$ cat config.mk
export PLATFORM = sky130hd
export DESIGN_NAME = alu_arbiter
export DESIGN_NICKNAME = d
export VERILOG_FILES = /design/src/rtl/alu_arbiter.sv
export SDC_FILE = /design/constraint.sdc
export NUM_CORES = 1
export LEC_CHECK = 0
export CAP_MARGIN = 5
export CELL_PAD_IN_SITES_DETAIL_PLACEMENT = 2
export CELL_PAD_IN_SITES_GLOBAL_PLACEMENT = 2
export CORE_ASPECT_RATIO = 0.6
export CORE_MARGIN = 5
export CORE_UTILIZATION = 25
export CTS_BUF_LIST = sky130_fd_sc_hd__clkbuf_8
export DETAILED_ROUTE_END_ITERATION = 16
export PLACE_DENSITY_LB_ADDON = 0.1
export SYNTH_ARGS = -nofsm -noshare
export SYNTH_HDL_FRONTEND = slang
export SYNTH_SLANG_ARGS = --single-unit
$ cat constraint.sdc
create_clock -name CLK -period 4.2 [get_ports CLK]
set_input_delay 0.84 -clock CLK [delete_from_list [all_inputs] [get_ports CLK]]
set_output_delay 0.84 -clock CLK [all_outputs]
set_load 0.005 [all_outputs]
$ cat src/rtl/alu_arbiter.sv
// Two-requester round-robin front end for a single shared ALU.
// Only one command is in flight at a time. The command is issued for one
// cycle, held while the ALU's fixed latency elapses, and its result is then
// parked until the consumer takes it.
module alu_arbiter #(
  parameter int WIDTH   = 8,
  parameter int MUL_LAT = 3,
  parameter int STD_LAT = 1
) (
  input  logic               CLK,
  input  logic               RST,
  input  logic               R0_VALID,
  output logic               R0_READY,
  input  logic               R0_MODE,
  input  logic [3:0]         R0_CMD,
  input  logic [1:0]         R0_INP_VALID,
  input  logic               R0_CIN,
  input  logic [WIDTH-1:0]   R0_OPA,
  input  logic [WIDTH-1:0]   R0_OPB,
  input  logic               R1_VALID,
  output logic               R1_READY,
  input  logic               R1_MODE,
  input  logic [3:0]         R1_CMD,
  input  logic [1:0]         R1_INP_VALID,
  input  logic               R1_CIN,
  input  logic [WIDTH-1:0]   R1_OPA,
  input  logic [WIDTH-1:0]   R1_OPB,
  output logic               ALU_CE,
  output logic               ALU_MODE,
  output logic [3:0]         ALU_CMD,
  output logic [1:0]         ALU_INP_VALID,
  output logic               ALU_CIN,
  output logic [WIDTH-1:0]   ALU_OPA,
  output logic [WIDTH-1:0]   ALU_OPB,
  input  logic [2*WIDTH-1:0] ALU_RES,
  input  logic               ALU_ERR,
  input  logic               ALU_OFLOW,
  input  logic               ALU_COUT,
  input  logic               ALU_G,
  input  logic               ALU_E,
  input  logic               ALU_L,
  output logic               RSP_VALID,
  input  logic               RSP_READY,
  output logic               RSP_ID,
  output logic [2*WIDTH-1:0] RSP_RES,
  output logic [5:0]         RSP_FLAGS
);

  localparam int MAXL = (MUL_LAT > STD_LAT) ? MUL_LAT : STD_LAT;
  localparam int CW   = $clog2(MAXL + 1);

  typedef enum logic [1:0] {IDLE, ISSUE, WAIT, RESP} state_e;

  state_e             state_q, state_d;
  logic [CW-1:0]      cnt_q, cnt_d;
  logic               last_q;
  logic               mode_q, cin_q, id_q;
  logic [3:0]         cmd_q;
  logic [1:0]         iv_q;
  logic [WIDTH-1:0]   opa_q, opb_q;
  logic [2*WIDTH-1:0] res_q;
  logic [5:0]         flags_q;

  logic               gnt_id;
  logic               accept;
  logic               wait_done;
  logic [CW-1:0]      lat_ld;

  // Grant selection: a lone requester wins outright, a tie goes to the one not served last
  always_comb begin
    gnt_id = 1'b0;
    if (R0_VALID && R1_VALID) gnt_id = ~last_q;
    else if (R1_VALID)        gnt_id = 1'b1;
  end

  assign accept    = (state_q == IDLE) && (R0_VALID || R1_VALID);
  assign wait_done = (state_q == WAIT) && (cnt_q == CW'(1));
  assign lat_ld    = (mode_q && (cmd_q == 4'd9 || cmd_q == 4'd10)) ? CW'(MUL_LAT) : CW'(STD_LAT);

  // State register
  always_ff @(posedge CLK or negedge RST) begin
    if (!RST) state_q <= IDLE;
    else      state_q <= state_d;
  end

  // Next-state logic and latency down-counter
  always_comb begin
    state_d = state_q;
    cnt_d   = cnt_q;
    unique case (state_q)
      IDLE:  if (accept) state_d = ISSUE;
      ISSUE: begin
        cnt_d   = lat_ld;
        state_d = WAIT;
      end
      WAIT: begin
        cnt_d = cnt_q - CW'(1);
        if (wait_done) state_d = RESP;
      end
      RESP:  if (RSP_READY) state_d = IDLE;
      default: state_d = IDLE;
    endcase
  end

  // Command holding, round-robin pointer, counter and response capture
  always_ff @(posedge CLK or negedge RST) begin
    if (!RST) begin
      cnt_q   <= '0;
      last_q  <= 1'b1;
      id_q    <= 1'b0;
      mode_q  <= 1'b0;
      cmd_q   <= '0;
      iv_q    <= '0;
      cin_q   <= 1'b0;
      opa_q   <= '0;
      opb_q   <= '0;
      res_q   <= '0;
      flags_q <= '0;
    end else begin
      cnt_q <= cnt_d;
      if (accept) begin
        last_q <= gnt_id;
        id_q   <= gnt_id;
        mode_q <= gnt_id ? R1_MODE      : R0_MODE;
        cmd_q  <= gnt_id ? R1_CMD       : R0_CMD;
        iv_q   <= gnt_id ? R1_INP_VALID : R0_INP_VALID;
        cin_q  <= gnt_id ? R1_CIN       : R0_CIN;
        opa_q  <= gnt_id ? R1_OPA       : R0_OPA;
        opb_q  <= gnt_id ? R1_OPB       : R0_OPB;
      end
      if (wait_done) begin
        res_q   <= ALU_RES;
        flags_q <= {ALU_ERR, ALU_OFLOW, ALU_COUT, ALU_G, ALU_E, ALU_L};
      end
    end
  end

  // Outputs: handshakes gated by reset so they read 0 while it is asserted
  always_comb begin
    R0_READY      = RST && (state_q == IDLE) && R0_VALID && !gnt_id;
    R1_READY      = RST && (state_q == IDLE) && R1_VALID &&  gnt_id;
    ALU_CE        = (state_q == ISSUE) || (state_q == WAIT);
    ALU_INP_VALID = (state_q == ISSUE) ? iv_q : 2'b00;
    ALU_MODE      = mode_q;
    ALU_CMD       = cmd_q;
    ALU_CIN       = cin_q;
    ALU_OPA       = opa_q;
    ALU_OPB       = opb_q;
    RSP_VALID     = (state_q == RESP);
    RSP_ID        = id_q;
    RSP_RES       = res_q;
    RSP_FLAGS     = flags_q;
  end

endmodule

==> results.toml, run 1 <==
[detailed_routing]
drtPass1Iterations = 4
ant_nets = 0
vias_per_cell = 4.40
drt_wl_total_um = 8080
via_count = 2076
drt_iter0_drc = 33
post-route-drc-count = 0
wire_per_inst_um = 17.1

[clocking]
cts_hold_buf = 0
cts_buffers = 5
postCtsSetupRepairBufs = 0
clock_sinks = 52
htreeDepth = 2
insertion_delay_ns = 0.31
ctsResizeCount = 0
cts_tree = "done"
root_buffer = "clkbuf_8"
clk_pin_slew_ns = 0.09
cts.path.max_buffers = 2

[synthesis]
synth-xor-area-share_pct = 0.368
ys_seq_elements = 52
synth_top_family_by_area = "compound AO/OA/AOI/OAI gates"
synth_area_leader_cell = "dfrtp_1"
synthSimpleGateAreaFrac_pct = 9.83
synth_compound_area_share_pct = 17.0
synth-seq-area-share_pct = 54.7
syn_avg_cell_area_um2 = 10.9
synthTopCellsByArea = "dfrtp_1 (54%), mux2_2 (11%), a21oi_1 (7.8%)"
yosysWarningCount = 0
ys_types = 27
synth_area_mm2 = 0.00238
synth_top_area_share_pct = 53.6
synth_mux_area_share_pct = 10.9
synth_adder_area_share_pct = 3.15
postSynthCellCount = 218
syn_nets = 299

[worst_setup_path]
critical_path_class = "input pin to primary output"
reg2regPathDepth = 5
critPathLaunchType = "input pin"
crit_start = "R1_VALID"
arrival_ns = 2.33
critical_path_required_ns = 3.36
timing.rr.start = "state_q[0]"
critPathMaxFanout = 6
endpoint_kind = "primary output"

[power_and_ir_drop]
ir_drop_v = 0.000217
leakage_nw = 1.58
power_density_mw_per_mm2 = 678

[run_status]
status = "finished clean"

[timing]
hold_violations = 0
setup_tns_ns = 0
slew_viol_final = 0
period_share_pct = 75.5
period_minus_slack_ns = 3.17
rsz0062_at_grt = "no"
hold-worst-slack_ns = 0.510
clock_skew_ns = 0.00947
tightest_slew_ns = 1.01
fmaxAchievable_mhz = 315
timing.final.setup_violations = 0
relSlewSlack_pct = 32.9

[flow_run]
maxCapViolCount = 0

[global_route]
grt_pass1_vias = 2382
grt_overflow = 0
grt_max_degree = 53
grt_usage_pct = 14.3
grt_pass1_wl_um = 12900
grt_antenna_before_repair = 0

[floorplanning]
start_util_pct = 25.8
die_y_um = 85.6
pin_count = 126
rows = 27
dieArea_mm2 = 0.0116
core_mm2 = 0.00922
die_x_um = 136

[layout]
final_nets = 422
synthToLayoutAreaGrowth_pct = 61.5
final_layout_size_suffix_gt1_share_pct = 15.5
n_antenna_cell = 0

[placement]
dp_hpwl_um = 6040
portBuffers = 125
gp_congestion = 0.714

[hold_path]
hold_start = "RSP_RES[2]"
hold_path.class = "register to register"
min_path_cells = 1
## cell usage in the layout (no fill, tap or decap), drive strengths merged
cell type / instances
buf: 4
nand3: 2
o21ai: 1
nor4bb: 1
clkbuf: 5
a222oi: 1
inv: 5
dfrtp: 51
xor2: 1
bufinv: 1
nor2: 27
a21boi: 1
a22oi: 1
mux2: 23
and3: 1
a21bo: 1
dfstp: 1
and2: 2
ha: 6
clkinvlp: 1
clkinv: 1
clkdlybuf4s50: 124
o32a: 1
a31oi: 1
nand2: 25
o21a: 2
a22o: 2
a21oi: 50
## worst max-delay path, cell delays in order
cell and delay [ns]:
clkdlybuf4s50_1 0.58, a21boi_4 0.23, and3_1 0.18, clkdlybuf4s50_1 0.50
## path summary, 6_finish.rpt
check / slack, ns / to
max in group asynchronous: 2.99 / RSP_FLAGS[3]
min reg2reg: 0.51 / RSP_RES[2]
max reg2reg: 2.06 / ALU_OPB[6]
max: 1.03 / R1_READY
min: 0.51 / RSP_RES[2]
min in group asynchronous: 0.74 / ALU_OPA[5]
## Yosys cell counts
library cell and instances:
a21bo_1 1, a21boi_4 1, a21oi_1 37, a21oi_2 13
a222oi_1 1, a22o_1 1, a22o_2 1, a22oi_1 1
a31oi_1 1, and2_1 2, and3_1 1, buf_2 8
buf_4 2, buf_6 2, dfrtp_1 51, dfstp_2 1
ha_1 6, inv_1 5, mux2_2 23, nand2_1 25
nand3_1 2, nor2_1 27, nor4bb_1 1, o21a_1 2
o21ai_2 1, o32a_2 1, xor2_1 1
## routing by layer
layer / wire length, um / GRT usage (%)
met1: 3440 / 17.3
met3: 770 / 6.68
met5: 0 / 0
met2: 3800 / 23.4
met4: 62 / 3.29
## sequential cells by signal, indices dropped and copies added (netlist names)
signal     flops
ALU_CMD        4
last_q         1
ALU_CIN        1
RSP_ID         1
ALU_OPA        8
state_q        2
RSP_RES       16
ALU_MODE       1
RSP_FLAGS      6
cnt_q          2
ALU_OPB        8
iv_q           2
## final cells by class
class                   count  area, um^2
flip-flops and latches     52        1300
clock inverters             3        42.5
well taps                 130         163
repair buffers            128        1270
inverters                   5        18.8
clock buffers               5        68.8
multi-input cells         149         982
fillers                   973        5380
## kinds of logic after synthesis
| logic type | after synthesis |
|---|---|
| and+or+nand+nor | 58 |
| muxes | 23 |
| DFF | 52 |
| adders and majority gates | 6 |
| AOI/OAI and AO/OA | 61 |
| xor gates and xnor gates | 1 |
| buffers and inverters | 17 |
## power breakdown
| part | internal (mW) | switching [mW] |
|---|---|---|
| logic | 0.801 | 0.548 |
| registers | 0.763 | 0.146 |
| clock network | 0.177 | 0.176 |
| total | 1.74 | 0.869 |
## metrics by stage
step | area (um^2) | power [mW] | util, % | worst slack, ns | cells
finish | 3850 | 2.61 | 41.7 | 1.03 | 472
CTS | 3850 | 2.69 | 41.7 | 1.01 | 472
global route | 3850 | 2.84 | 41.7 | 0.964 | 472
detailed placement | 3730 | 2.32 | 40.5 | 1.02 | 464
floorplan | 2380 | 1.55 | - | 1.83 | 218
global placement | 3730 | 2.27 | 40.5 | 1.08 | 464
Power figures use the tool's default switching activity.
==> run 2, diff against run 1 <==
Settings changed: CORE_UTILIZATION 25 to 23.
Clock period 4.2 ns to 3 ns, I/O delays scaled along.
==> results.toml, run 2 (synthesis gave the netlist of run 1 again) <==
[run_status]
status = "finished clean"

[worst_setup_path]
path_cells = "clkdlybuf4s50_1, a21boi_4, and3_1, clkdlybuf4s50_1"
endpoint_kind = "primary output"
critical_path_class = "input pin to primary output"
crit_path_top_delay_cell = "clkdlybuf4s50_1"
critPathLaunchType = "input pin"
crit_top_cell = "clkdlybuf4s50_1"
critical_path_required_ns = 2.40
arrival_ns = 2.09
critPathMaxFanout = 6
slowest_delay_ns = 0.60
ff2ff_setup_slack_ns = 1.20

[timing]
clock_skew_ns = 0.00719
fmaxAchievable_mhz = 372
setup_tns_ns = 0
setup_slack_ns = 0.313
rsz0062_at_grt = "no"
tightest_slew_ns = 0.668
relSlewSlack_pct = 55.4
period_share_pct = 89.6
slew_viol_final = 0
hold-worst-slack_ns = 0.131
hold_violations = 0
timing.final.setup_violations = 0
period_minus_slack_ns = 2.69

[floorplanning]
start_util_pct = 23.8
core_mm2 = 0.00998
pin_count = 126
rows = 28
die_x_um = 141
die_y_um = 88.8
dieArea_mm2 = 0.0126

[detailed_routing]
post-route-drc-count = 0
vias_per_cell = 4.36
via_count = 2092
ant_nets = 0
drt_iter0_drc = 77
wire_per_inst_um = 17.5
drt_wl_total_um = 8420
drtPass1Iterations = 4

[layout]
fill_cells = 1049
final_layout_size_suffix_gt1_share_pct = 15.7
final_nets = 425
layout_commonest_cell = "clkdlybuf4s50_1"
largest_reg_flops = 16
layout_common_cells = "clkdlybuf4s50_1 (124), dfrtp_1 (51), a21oi_1 (37)"
synthToLayoutAreaGrowth_pct = 61.8
n_antenna_cell = 0

[power_and_ir_drop]
p_sw_mw = 1.24
switching_share_pct = 34.2
ir_drop_v = 0.000264
comb_power_share_pct = 53.3
power_density_mw_per_mm2 = 940
p_total_mw = 3.62
internal_power_mw = 2.38
p_clk_share_pct = 11.5
leakage_nw = 1.60
pwr-share-seq_pct = 35.2

[clocking]
cts.path.max_buffers = 2
postCtsSetupRepairBufs = 0
insertion_delay_ns = 0.31
clk_pin_slew_ns = 0.09
root_buffer = "clkbuf_8"
htreeDepth = 2
cts_hold_buf = 0
cts_tree = "done"
cts_buffers = 5
ctsResizeCount = 0
clock_sinks = 52

[placement]
gp_congestion = 0.741
pre_cts_slack_ns = 0.320
portBuffers = 125
dp_hpwl_um = 6290

[flow_run]
maxCapViolCount = 0

[global_route]
grt_usage_pct = 13.8
grt_antenna_before_repair = 0
grt_overflow = 0
grt_pass1_wl_um = 13300
grt_pass1_vias = 2420
grt_max_degree = 50

[hold_path]
hold_path.class = "input pin to asynchronous set/reset pin"
[run 2: stage by stage]
step,cells,area [um^2],util (%)
after CTS,480,3850,38.6
after global routing,480,3850,38.6
after floorplan,218,2380,-
after detailed placement,472,3760,37.7
final,480,3850,38.6
after global placement,472,3760,37.7
[run 2: cell type report]
cell class                 count  area (um^2)  area share (%)
sequential                    52         1300            33.8
timing repair buffer         131         1290            33.5
multi-input combinational    149          982            25.5
tap                          135          169            4.38
clock buffer                   6         82.6            2.14
inverter                       5         18.8           0.487
clock inverter                 2         7.51           0.195
[run 2: power groups by stage]
stage,combinational (mW),sequential (mW),clock [mW]
global placement,1.95,1.27,0
detailed placement,1.98,1.30,0
finish,1.93,1.27,0.418
floorplan,0.881,1.29,0
global route,2.14,1.34,0.469
CTS,1.99,1.28,0.444
[run 2: worst paths after layout]
path                            start         end  cells past startpoint
max in group asynchronous         RST     iv_q[0]                      2
setup reg to reg           state_q[0]  state_q[1]                      4
setup / recovery             R1_VALID    R1_READY                      4
hold / removal                    RST  state_q[1]                      1
hold reg to reg            RSP_RES[0]  RSP_RES[0]                      1
min in group CLK           RSP_RES[0]  RSP_RES[0]                      1
[run 2: routing by layer]
layer | up-vias | share of wire (%) | GRT usage [%]
li1 | 990 | - | -
met4 | 0 | 0.77 | 3.52
met5 | - | 0 | 0
met2 | 62 | 45 | 20.6
met3 | 4 | 8.0 | 5.94
met1 | 1036 | 47 | 18.4
[run 2: critical path: cells and delay by family]
family	cells	cell delay, ns
compound gates	1	0.23
simple gates	1	0.17
buf+inv	2	1.09
==> run 3, diff against run 2 <==
Settings changed: CORE_UTILIZATION 23 to 38, DONT_BUFFER_PORTS from default to 1.
==> results.toml, run 3 (synthesis gave the netlist of run 1 again) <==
[detailed_routing]
wire_per_inst_um = 23.2
drtPass1Iterations = 5
post-route-drc-count = 0
ant_nets = 0
via_count = 1654
vias_per_cell = 5.48
drt_iter0_drc = 56
drt_wl_total_um = 7000

[worst_setup_path]
endpoint_kind = "primary output"
critical_path_required_ns = 2.40
critPathLaunchType = "register"
r2r-end = "RSP_RES[9]"
critPathCapture = "R0_READY"
slowest_delay_ns = 0.44
path_cells = "inv_1, ha_1, nand3_1, nor2_1"
critPathMaxFanout = 9
timing.rr.start = "state_q[0]"
critical_path_class = "register to primary output"
reg2regPathDepth = 4
crit_path_top_delay_cell = "dfrtp_1"
arrival_ns = 1.54
crit_start = "state_q[0]"
ff2ff_setup_slack_ns = 0.93

[clocking]
clock_sinks = 52
root_buffer = "clkbuf_8"
htreeDepth = 2
cts_buffers = 5
clk_pin_slew_ns = 0.10
cts_tree = "done"
cts.path.max_buffers = 2
postCtsSetupRepairBufs = 0
insertion_delay_ns = 0.30

[placement]
placed_cells = 293
dp_hpwl_um = 5270
portBuffers = 0
gp_congestion = 0.831
pre_cts_slack_ns = 0.947

[power_and_ir_drop]
leakage_nw = 1.11
power_density_mw_per_mm2 = 1160
ir_drop_v = 0.000305

[global_route]
grt_overflow = 0
grt_max_degree = 52
grt_antenna_before_repair = 0
grt_pass1_wl_um = 11000
grt_pass1_vias = 1992
grt_usage_pct = 17.7

[timing]
slew_viol_final = 0
setup_slack_ns = 0.865
relSlewSlack_pct = 37.8
hold_violations = 0
period_minus_slack_ns = 2.14
period_share_pct = 71.2
setup_tns_ns = 0
rsz0062_at_grt = "no"
timing.final.setup_violations = 0
hold-worst-slack_ns = 0.125
clock_skew_ns = 0.0111
fmaxAchievable_mhz = 468
tightest_slew_ns = 0.931

[floorplanning]
start_util_pct = 39.0
rows = 22
dieArea_mm2 = 0.00800
core_mm2 = 0.00611
pin_count = 126
die_y_um = 71.3
die_x_um = 112

[layout]
final-instance-count-excl-fill = 302
largest_reg_flops = 16
final_nets = 298
final_layout_size_suffix_gt1_share_pct = 24.3
n_antenna_cell = 0
layout_common_cells = "dfrtp_1 (51), a21oi_1 (37), nor2_1 (27)"
layout_commonest_cell = "dfrtp_1"
synthToLayoutAreaGrowth_pct = 7.93

[run_status]
status = "finished clean"

[hold_path]
hold_path.class = "input pin to asynchronous set/reset pin"

[flow_run]
maxCapViolCount = 0
[run 3: layer usage]
layer | part of all wire (%) | GRT usage, % | vias up | wire length (um)
li1 | - | - | 741 | -
met1 | 38 | 20.3 | 836 | 2690
met2 | 50 | 31.0 | 73 | 3530
met3 | 10 | 7.85 | 4 | 724
met4 | 0.76 | 3.73 | 0 | 53
met5 | 0 | 0 | - | 0
[run 3: final cells by class]
cell class	count	area, um^2
Clock buffer	5	68.8
Timing Repair Buffer	4	50.0
Clock inverter	3	42.5
Multi-Input combinational cell	149	982
Fill cell	649	3540
Inverter	5	18.8
Sequential cell	52	1300
Tap cell	84	105
[run 3: worst min-delay path by stage]
stage | start | end | slack, ns | cells past startpoint
global route | RST | last_q | 0.09 | 0
CTS | RST | last_q | 0.11 | 0
detailed placement | RST | ALU_OPA[5] | 0.31 | 0
global placement | RST | ALU_OPA[5] | 0.31 | 0
floorplan | RST | ALU_CIN | 0.30 | 0
finish | RST | last_q | 0.13 | 0
[run 3: what timing repair did]
item                      4_1_cts  5_1_grt
resized for setup               0        0
hold endpoints to repair       51        0
hold buffers                    1        0
[run 3: worst max-delay path: cells and delay by family, from the launching register on]
family        cells  cell delay [ns]
flops             1             0.44
fa+ha+maj         1             0.38
simple gates      2             0.28
buf+inv           1             0.13
[run 3: metrics by stage]
stage / area, um^2 / util [%] / power (mW)
final: 2570 / 42.1 / 2.97
after global routing: 2570 / 42.1 / 3.21
after CTS: 2570 / 42.1 / 3.02
after detailed placement: 2430 / 39.8 / 2.52
after global placement: 2430 / 39.8 / 2.38
after floorplan: 2380 / - / 2.17
[run 3: where the power goes]
part           switching (mW)  internal [mW]  total [mW]  leakage [nW]
Sequential              0.321           1.07        1.39         0.592
Combinational           0.600          0.499        1.10         0.461
Clock                   0.233          0.247       0.480        0.0541
